$ cat src/rtl/clk_div_pkg.sv
// Shared defaults and helpers for the programmable clock divider.
package clk_div_pkg;

    localparam int DEFAULT_WIDTH       = 8;
    localparam int DEFAULT_DIV_RATIO   = 2;

    // High length of one output period: odd ratios stay high one cycle longer than low.
    function automatic logic [31:0] high_len(input logic [31:0] na);
        return (na + 32'd1) >> 1;
    endfunction

endpackage

$ cat src/rtl/clk_div_ratio_ctrl.sv
// Ratio handshake: captures a requested ratio into a shadow register, holds it
// pending and swaps it into the active ratio at a safe point, pulsing load_ack.
module clk_div_ratio_ctrl
    import clk_div_pkg::*;
#(
    parameter int WIDTH       = DEFAULT_WIDTH,
    parameter int DEFAULT_DIV = DEFAULT_DIV_RATIO
) (
    input  logic             clk,
    input  logic             rst,
    input  logic             en,
    input  logic             wrap,
    input  logic             load,
    input  logic [WIDTH-1:0] div_in,
    output logic [WIDTH-1:0] na,
    output logic [WIDTH-1:0] shadow,
    output logic             pending,
    output logic             apply,
    output logic             load_ack
);

    logic [WIDTH-1:0] na_q, na_d;
    logic [WIDTH-1:0] shadow_q, shadow_d;
    logic             pending_q, pending_d;
    logic             load_ack_q, load_ack_d;
    logic [WIDTH-1:0] div_clamped;

    // A zero request means "no division", i.e. ratio 1.
    assign div_clamped = (div_in == '0) ? WIDTH'(1) : div_in;

    // Running: swap only at a period boundary. Paused: swap right away, the counter
    // is parked so the next enabled edge starts a fresh period.
    assign apply = pending_q && (!en || wrap);

    // Next-state for the active ratio, shadow, pending flag and ack pulse.
    always_comb begin
        na_d       = na_q;
        shadow_d   = shadow_q;
        pending_d  = pending_q;
        load_ack_d = 1'b0;
        if (apply) begin
            na_d       = shadow_q;
            pending_d  = 1'b0;
            load_ack_d = 1'b1;
        end else if (load && !pending_q) begin
            shadow_d  = div_clamped;
            pending_d = 1'b1;
        end
    end

    // Handshake state registers; reset abandons any outstanding request.
    always_ff @(posedge clk or negedge rst) begin
        if (!rst) begin
            na_q       <= WIDTH'(DEFAULT_DIV);
            shadow_q   <= WIDTH'(DEFAULT_DIV);
            pending_q  <= 1'b0;
            load_ack_q <= 1'b0;
        end else begin
            na_q       <= na_d;
            shadow_q   <= shadow_d;
            pending_q  <= pending_d;
            load_ack_q <= load_ack_d;
        end
    end

    assign na       = na_q;
    assign shadow   = shadow_q;
    assign pending  = pending_q;
    assign load_ack = load_ack_q;

endmodule

$ cat src/rtl/clk_div_prog.sv
// Programmable integer clock divider with glitch-free ratio changes.
module clk_div_prog
    import clk_div_pkg::*;
#(
    parameter int WIDTH       = DEFAULT_WIDTH,
    parameter int DEFAULT_DIV = DEFAULT_DIV_RATIO
) (
    input  logic             clk,
    input  logic             rst,
    input  logic             en,
    input  logic [WIDTH-1:0] div_in,
    input  logic             load,
    output logic             load_ack,
    output logic             pending,
    output logic             clk_out,
    output logic             tick
);

    logic [WIDTH-1:0] cnt_q, cnt_d;
    logic             clk_out_q, clk_out_d;
    logic             tick_q, tick_d;
    logic [WIDTH-1:0] na;
    logic [WIDTH-1:0] shadow;
    logic             apply;
    logic             wrap;
    logic [WIDTH-1:0] cnt_inc;
    logic [31:0]      high;

    clk_div_ratio_ctrl #(
        .WIDTH       (WIDTH),
        .DEFAULT_DIV (DEFAULT_DIV)
    ) u_ratio_ctrl (
        .clk      (clk),
        .rst      (rst),
        .en       (en),
        .wrap     (wrap),
        .load     (load),
        .div_in   (div_in),
        .na       (na),
        .shadow   (shadow),
        .pending  (pending),
        .apply    (apply),
        .load_ack (load_ack)
    );

    assign wrap    = (cnt_q == na - WIDTH'(1));
    assign cnt_inc = wrap ? '0 : cnt_q + WIDTH'(1);
    assign high    = high_len(32'(na));

    // Counter and output next-state; a paused divider holds its phase.
    always_comb begin
        cnt_d     = cnt_q;
        clk_out_d = clk_out_q;
        tick_d    = 1'b0;
        if (en) begin
            if (apply) begin
                cnt_d     = '0;
                clk_out_d = 1'b1;
                tick_d    = 1'b1;
            end else begin
                cnt_d     = cnt_inc;
                clk_out_d = (32'(cnt_inc) < high);
                tick_d    = wrap;
            end
        end else if (apply) begin
            // Park at the last count of the new ratio so resuming wraps immediately.
            cnt_d = shadow - WIDTH'(1);
        end
    end

    // Counter and output flops; reset parks the counter so the first enabled edge wraps.
    always_ff @(posedge clk or negedge rst) begin
        if (!rst) begin
            cnt_q     <= WIDTH'(DEFAULT_DIV - 1);
            clk_out_q <= 1'b0;
            tick_q    <= 1'b0;
        end else begin
            cnt_q     <= cnt_d;
            clk_out_q <= clk_out_d;
            tick_q    <= tick_d;
        end
    end

    assign clk_out = clk_out_q;
    assign tick    = tick_q;

endmodule

$ cat config.mk
export PLATFORM = sky130hd
export DESIGN_NAME = clk_div_prog
export DESIGN_NICKNAME = d
export VERILOG_FILES = /design/src/rtl/clk_div_pkg.sv /design/src/rtl/clk_div_ratio_ctrl.sv /design/src/rtl/clk_div_prog.sv
export SDC_FILE = /design/constraint.sdc
export NUM_CORES = 1
export LEC_CHECK = 0
export CORE_MARGIN = 3
export CORE_UTILIZATION = 40
export DETAILED_ROUTE_END_ITERATION = 7
export GPL_ROUTABILITY_DRIVEN = 0
export GPL_TIMING_DRIVEN = 0
export SETUP_SLACK_MARGIN = 0.5
export SYNTH_ARGS = -nofsm -noshare
export SYNTH_HDL_FRONTEND = slang
export SYNTH_SLANG_ARGS = --single-unit
$ cat constraint.sdc
create_clock -name clk -period 11 [get_ports clk]
set_clock_uncertainty 0.2 [all_clocks]
set_input_delay 1.65 -clock clk [delete_from_list [all_inputs] [get_ports clk]]
set_output_delay 1.65 -clock clk [all_outputs]
set_load 0.02 [all_outputs]
==> run_results.csv, run 1 <==
group,metric,value,unit
sta,fin_setup_tns,0,ps
cells_and_area,postLayoutCoreUtil,49.61,%
global_route,grt_util_met3,2.902,%
sta,post-route-min-period,4153,ps
sta,peak_clock_frequency_supported_by_timing,240.8,MHz
cts,cts_made_buffers,3,
pwr,p_leak,0.9664,nW
cells_and_area,leading_cell_type_in_the_layout_fill_and_taps_excluded,"sky130_fd_sc_hd__dfrtp_1",
pwr,pwr_density,266.6,nW/um^2
sta,fin_ws,6847,ps
sta,rsz_0062_raised_after_global_routing,"no",
die,start_util,43.05,%
setup_path,start_to_end_type_of_the_worst_setup_path,"reg -> reg",
pwr,netSwitchingPower,251.9,uW
setup_path,max_stage_delay,540,ps
cts,cts_tree,"built",
place,post-place-ws,6942,ps
cells_and_area,synthToLayoutAreaGrowth,15.26,%
setup_path,cp.required,11020,ps
sta,final_min_period_over_clock_period,37.75,%
logic_synthesis,async_reset_ff_share,100.0,%
global_route,largest_net_degree_at_the_start_of_global_routing,29,
cells_and_area,antenna-diode-count,0,
sta,finalSetupViolCount,0,
cts,clock_insertion_delay_worst_skew,280,ps
setup_path,worstPathCellList,"clkbuf_1 -> inv_1 -> ha_1 -> xnor2_1 -> a211oi_1 -> o211ai_1 -> a211oi_2 -> buf_4 -> nor2_1 -> ha_1 -> a21oi_1 -> o21ai_0 -> a2111oi_0 -> o21ai_0 -> nand3_1",
logic_synthesis,postSynthNetCount,227,
logic_synthesis,synthCells,204,
die,die-height,75.86,um
drt,num_vias,1492,
min_path,hold_class,"reg -> reg",
global_route,grt_util_all_layers,17.47,%
die,floorplan.die_area,5754,sq um
logic_synthesis,yosysTopAreaCellShare,32.05,%
global_route,grt_pass1_wl,7596,um
sta,hold_viol_final,0,
cts,cts.htree.levels,1,
setup_path,worstPathArrival,4180,ps
setup_path,critical_path_fanouts_max,10,
sta,final-max-slew-violation-count,0,
pwr,power_frac_seq,32.4,%
place,port-buffer-count,15,
run_status,run_status,"finished clean",
cts,cts_hold_buf,0,
cells_and_area,final_cell_mix,"sky130_fd_sc_hd__dfrtp_1, sky130_fd_sc_hd__nor2_1, sky130_fd_sc_hd__xnor2_1, sky130_fd_sc_hd__clkdlybuf4s50_1, sky130_fd_sc_hd__xor2_1",
cts,cts_num_sinks,28,
cells_and_area,drive_gt1_share,13.00,%
logic_synthesis,netlist_area,1952,sq um
logic_synthesis,synthDistinctLibCells,38,
drt,postRouteAntennaNets,0,
drt,drcViolationCount,0,
cts,clk_pin_slew,100,ps
cts,max-clock-path-buffers,2,
die,coreArea,4534,sq um
global_route,grt.met1_usage,26.39,%
die,die_w,75.86,um
die,boundaryPins,16,
pwr,ir_drop,0.1194,mV
die,floorplan.rows,24,
drt,drt-wirelength-per-cell,14.77,um
drt,routed_via_count_divided_by_cell_count,5.181,
pwr,clock_power_share,13.8,%
logic_synthesis,synth.ff_latch_count,28,
logic_synthesis,ys.warnings.count,0,
drt,drt-pass1-iter-count,4,
sta,timing.slew.headroom,57.57,%
logic_synthesis,synth-edff-count,0,
setup_path,crit_slowest_cell,"sky130_fd_sc_hd__dfstp_2",
setup_path,cp-end-kind,"register",
logic_synthesis,syn_avg_cell_area,9.568,sq um
setup_path,startpoint_type,"register",
drt,finalWirelength,4253,um
cells_and_area,num-nets-final,247,
global_route,grt_util_met2,25.57,%
pwr,power.combinational.fraction,53.8,%
cts,cts-root-buf,"sky130_fd_sc_hd__clkbuf_8",
sta,tightestPinTransition,636.5,ps
place,post-dp-hpwl,3249,um
run,timing.max_cap.violations,0,
cts,cts_setup_buffers,0,
global_route,antenna_violations_before_repair,0,
global_route,number_of_global_route_vias_before_repair,1483,
global_route,grt.busiest_layer,"met1",
logic_synthesis,ys.flop_type,"sky130_fd_sc_hd__dfrtp_1",
logic_synthesis,synth.area.top_cells,"sky130_fd_sc_hd__dfrtp_1, sky130_fd_sc_hd__ha_1, sky130_fd_sc_hd__xnor2_1",
logic_synthesis,synth_sequential_area_ratio,36.09,%
global_route,grt_overflow_total,0,
logic_synthesis,synth_top_area_cell,"sky130_fd_sc_hd__dfrtp_1",
drt,number_of_drc_violations_after_detailed_routing_iteration_0,40,
pwr,p_int,347.8,uW
cts,postCtsResizedCells,0,
pwr,switching_share,42.01,%
-- power groups by stage --
stage / clock [mW] / sequential (mW) / combinational (mW)
2_1_floorplan: 0 / 0.184 / 0.253
3_3_place_gp: 0 / 0.196 / 0.318
3_5_place_dp: 0 / 0.196 / 0.322
4_1_cts: 0.0849 / 0.194 / 0.324
5_1_grt: 0.0886 / 0.203 / 0.370
6_report: 0.0825 / 0.194 / 0.323
-- synthesized netlist by cell type (3+ instances only) --
library cell	instances
sky130_fd_sc_hd__mux2_2	8
sky130_fd_sc_hd__nand2_1	6
sky130_fd_sc_hd__nand3_1	10
sky130_fd_sc_hd__and3_1	4
sky130_fd_sc_hd__ha_1	11
sky130_fd_sc_hd__mux2_4	6
sky130_fd_sc_hd__clkbuf_1	6
sky130_fd_sc_hd__nand2b_1	3
sky130_fd_sc_hd__a21oi_1	6
sky130_fd_sc_hd__mux2i_1	3
sky130_fd_sc_hd__a21o_1	6
sky130_fd_sc_hd__xnor2_1	14
sky130_fd_sc_hd__nor2_1	20
sky130_fd_sc_hd__a211oi_1	7
sky130_fd_sc_hd__dfrtp_1	25
sky130_fd_sc_hd__o21ai_0	10
sky130_fd_sc_hd__nor4_1	3
sky130_fd_sc_hd__inv_1	10
sky130_fd_sc_hd__dfstp_2	3
sky130_fd_sc_hd__buf_2	3
sky130_fd_sc_hd__xor2_1	13
sky130_fd_sc_hd__nor3_1	6
-- worst paths after layout --
| kind | startpoint | to | slack (ps) | cells past startpoint |
|---|---|---|---|---|
| max | u_ratio_ctrl.na[1] | clk_out | 6850 | 15 |
| min | clk_out | clk_out | 360 | 2 |
| min in group asynchronous | rst | clk_out | 1170 | 1 |
| min reg2reg | clk_out | clk_out | 360 | 2 |
| max reg2reg | u_ratio_ctrl.na[1] | clk_out | 6850 | 15 |
| max in group asynchronous | rst | u_ratio_ctrl.na[6] | 9010 | 1 |
-- cell families after synthesis --
logic type	Yosys count	synth area share (%)
mux	17	10.77
simple gates	63	16.35
compound gates	38	13.40
flops	28	36.09
xor+xnor	27	12.12
fa+ha+maj	11	7.051
buf+inv	20	4.231
-- state kept, by name, indices dropped and copies added (netlist names) --
name / flops
cnt_q: 8
u_ratio_ctrl.na: 8
u_ratio_ctrl.shadow: 8
clk_out: 1
tick: 1
u_ratio_ctrl.load_ack: 1
u_ratio_ctrl.pending: 1
-- layout make-up --
type	count	area (sq um)
fillers	444	2285
clock inverters	1	30.03
well taps	65	81.33
multi-input cells	156	1165
flip-flops and latches	28	704.4
repair buffers	15	145.1
inverters	10	37.54
plain buffers	10	45.04
clock buffers	3	41.29
-- per-layer routing --
layer  part of all wire, %  routed length [um]
met5                     0                   0
met4                   1.1                  46
met3                   2.9                 125
met2                    44                1869
met1                    52                2212
-- per-stage QoR --
stage,hold WS (ps),instance area [sq um],instances,power [mW]
after floorplan,289.2,1952,204,0.4361
after global placement,325.3,2183,284,0.5138
after detailed placement,330.6,2183,284,0.5183
after CTS,354.2,2255,288,0.6029
after global routing,388.7,2250,288,0.6613
final,355.3,2250,288,0.5997
-- worst max-delay path, delay by kind of cell, from the launching register on --
kind	cells	cell delay (ps)
buffers and inverters	3	670
adder cells (fa/ha/maj)	2	620
flip-flops	1	540
AO/OA/AOI/OAI	7	1700
XOR/XNOR	1	170
AND/OR/NAND/NOR	2	190
Power figures use the tool's default switching activity.
==> run 2: changes to the inputs <==
Clock period 11 ns to 3.5 ns, I/O delays scaled along.
==> run 2 against run 1 <==
Against the previous run:
- total power grew to 3.9 times the previous value
- worst hold slack worse by 300 ps
- critical path depth is 1 higher
- routed wire length is 11% higher
- sequential share of layout area is 3.3 points lower
- die area stayed put
- cell count is 3.1% higher
- setup slack worse by 6400 ps
- critical endpoint unchanged
- largest power group unchanged
- highest routed layer unchanged
==> run_results.csv, run 2 (same netlist as run 1, synthesis figures left out) <==
group,metric,value,unit
run,timing.max_cap.violations,0,
pwr,pwr_density,920.7,nW/um^2
cells_and_area,fin_area,2519,sq um
die,die-height,75.86,um
sta,post-route-min-period,3042,ps
global_route,number_of_global_route_vias_before_repair,1540,
die,boundaryPins,16,
setup_path,cp.required,3470,ps
sta,rsz_0062_raised_after_global_routing,"yes",
sta,fin_setup_tns,0,ps
pwr,netSwitchingPower,1.007,mW
pwr,power.combinational.fraction,64.3,%
sta,tightestPinTransition,639.0,ps
cells_and_area,num-nets-final,256,
sta,final-max-slew-violation-count,0,
cells_and_area,drive_gt1_share,27.59,%
setup_path,startpoint_type,"register",
cts,clock_insertion_delay_worst_skew,280,ps
drt,drt-wirelength-per-cell,15.87,um
setup_path,critical_path_fanouts_max,5,
sta,hold_viol_final,0,
min_path,hold_class,"in -> async",
setup_path,max_stage_delay,560,ps
pwr,p_int,1.312,mW
die,die_w,75.86,um
die,coreArea,4534,sq um
place,post-place-ws,71.47,ps
setup_path,worstPathCellList,"buf_8 -> inv_4 -> ha_4 -> buf_4 -> a2bb2oi_1 -> a2bb2oi_1 -> a211oi_2 -> buf_4 -> buf_8 -> nor2_4 -> ha_4 -> a21oi_4 -> o21ai_2 -> a2111oi_4 -> o21ai_1 -> nand3_1",
setup_path,start_to_end_type_of_the_worst_setup_path,"reg -> reg",
global_route,largest_net_degree_at_the_start_of_global_routing,29,
pwr,clock_power_share,8.9,%
cts,cts-root-buf,"sky130_fd_sc_hd__clkbuf_8",
sta,timing.slew.headroom,57.40,%
run_status,run_status,"finished clean",
cts,max-clock-path-buffers,2,
global_route,antenna_violations_before_repair,0,
cells_and_area,final_cell_mix,"sky130_fd_sc_hd__dfrtp_1, sky130_fd_sc_hd__nor2_1, sky130_fd_sc_hd__clkdlybuf4s50_1",
pwr,ir_drop,0.4564,mV
cells_and_area,synthToLayoutAreaGrowth,29.04,%
sta,finalSetupViolCount,0,
drt,num_vias,1582,
setup_path,worstPathArrival,3020,ps
place,post-dp-hpwl,3345,um
pwr,switching_share,43.41,%
drt,finalWirelength,4714,um
die,start_util,43.05,%
die,floorplan.die_area,5754,sq um
die,floorplan.rows,24,
drt,drcViolationCount,0,
cells_and_area,leading_cell_type_in_the_layout_fill_and_taps_excluded,"sky130_fd_sc_hd__dfrtp_1",
place,post_placement_cell_count,284,
global_route,grt_util_all_layers,17.78,%
place,placedInstanceArea,2252,sq um
global_route,grt_overflow_total,0,
cts,cts_made_buffers,3,
sta,peak_clock_frequency_supported_by_timing,328.7,MHz
setup_path,critical_path.n_buffers_inverters,5,
sta,final_min_period_over_clock_period,86.92,%
drt,postRouteAntennaNets,0,
setup_path,crit_slowest_cell,"sky130_fd_sc_hd__dfstp_2",
pwr,p_leak,1.046,nW
drt,number_of_drc_violations_after_detailed_routing_iteration_0,79,
setup_path,cp-end-kind,"register",
drt,routed_via_count_divided_by_cell_count,5.327,
cts,cts_hold_buf,0,
setup_path,r2r_start,"u_ratio_ctrl.na[1]",
setup_path,startpoint,"u_ratio_ctrl.na[1]",
drt,drt-pass1-iter-count,4,
setup_path,worst_path_dominant_cell_family,"compound AO/OA/AOI/OAI gates",
cts,cts.htree.levels,1,
pwr,power_frac_seq,26.7,%
sta,fin_ws,457.9,ps
cts,cts_tree,"built",
global_route,grt_pass1_wl,7576,um
place,port-buffer-count,15,
cells_and_area,antenna-diode-count,0,
cts,cts_num_sinks,28,
cells_and_area,instances_no_fill,297,
cts,clk_pin_slew,100,ps
cells_and_area,postLayoutCoreUtil,55.55,%
## run 2: cell count changes in the layout (fill, tap and decap cells not counted), moves of 3 or more
cell,delta
sky130_fd_sc_hd__buf_4,+7
sky130_fd_sc_hd__ha_1,-6
sky130_fd_sc_hd__ha_4,+5
sky130_fd_sc_hd__inv_1,-3
sky130_fd_sc_hd__nor2_1,-5
sky130_fd_sc_hd__nor2_2,+3
sky130_fd_sc_hd__o21ai_0,-6
sky130_fd_sc_hd__o21ai_1,+3
## run 2: final cells by class
cell class | instances | area, sq um
buffer | 10 | 66.31
timing repair buffer | 24 | 232.7
sequential | 28 | 704.4
clock buffer | 4 | 55.05
fill | 423 | 2016
tap | 65 | 81.33
inverter | 10 | 40.04
multi-input combinational | 156 | 1339
## run 2: final timing paths
check                            to  slack [ps]  depth (start not counted)
setup / recovery            clk_out         460                         16
hold / removal             cnt_q[5]          50                          1
setup reg to reg            clk_out         460                         16
hold reg to reg             clk_out         350                          2
max in group asynchronous  cnt_q[7]        2630                          1
min in group clk            clk_out         350                          2
## run 2: routing by layer
layer  track usage (%)  share of wire, %  vias up
met4             4.078              0.98        0
met1             23.79                47      779
met5                 0                 0        -
li1                  -                 -      776
met2             30.70                49       23
met3             1.979               2.7        4
## run 2: metrics by stage
| stage | power, mW | hold slack (ps) |
|---|---|---|
| global route | 2.504 | 98.00 |
| CTS | 2.113 | 362.1 |
| global placement | 1.717 | 343.5 |
| finish | 2.319 | 50.38 |
| detailed placement | 1.729 | 336.8 |
| floorplan | 1.463 | 29.41 |
## run 2: timing repair
action                                  4_1_cts  5_1_grt
hold endpoints to repair                      0        0
pin swaps                                     9       10
cloned                                        1        0
setup buffers                                 7        1
resized for setup                            13       18
endpoints found under the setup margin        1        1
## run 2: worst register-to-register path, stage by stage (launching register included)
cell and delay [ps]:
sky130_fd_sc_hd__dfstp_2 560, sky130_fd_sc_hd__buf_8 100, sky130_fd_sc_hd__inv_4 30, sky130_fd_sc_hd__ha_4 170, sky130_fd_sc_hd__buf_4 150, sky130_fd_sc_hd__a2bb2oi_1 140
sky130_fd_sc_hd__a2bb2oi_1 170, sky130_fd_sc_hd__a211oi_2 180, sky130_fd_sc_hd__buf_4 190, sky130_fd_sc_hd__buf_8 140, sky130_fd_sc_hd__nor2_4 50, sky130_fd_sc_hd__ha_4 290
sky130_fd_sc_hd__a21oi_4 50, sky130_fd_sc_hd__o21ai_2 210, sky130_fd_sc_hd__a2111oi_4 60, sky130_fd_sc_hd__o21ai_1 140, sky130_fd_sc_hd__nand3_1 80
## run 2: power groups by stage
stage	clock network, mW	logic [mW]	registers (mW)
floorplan	0	0.884	0.578
global placement	0	1.10	0.617
detailed placement	0	1.11	0.619
CTS	0.209	1.29	0.612
global route	0.225	1.64	0.642
finish	0.207	1.49	0.619
==> run 3: changes to the inputs <==
Settings changed: SKIP_LAST_GASP set to 1.
==> results of run 3 <==
Final layout, timing and power as in run 2 (identical DEF).
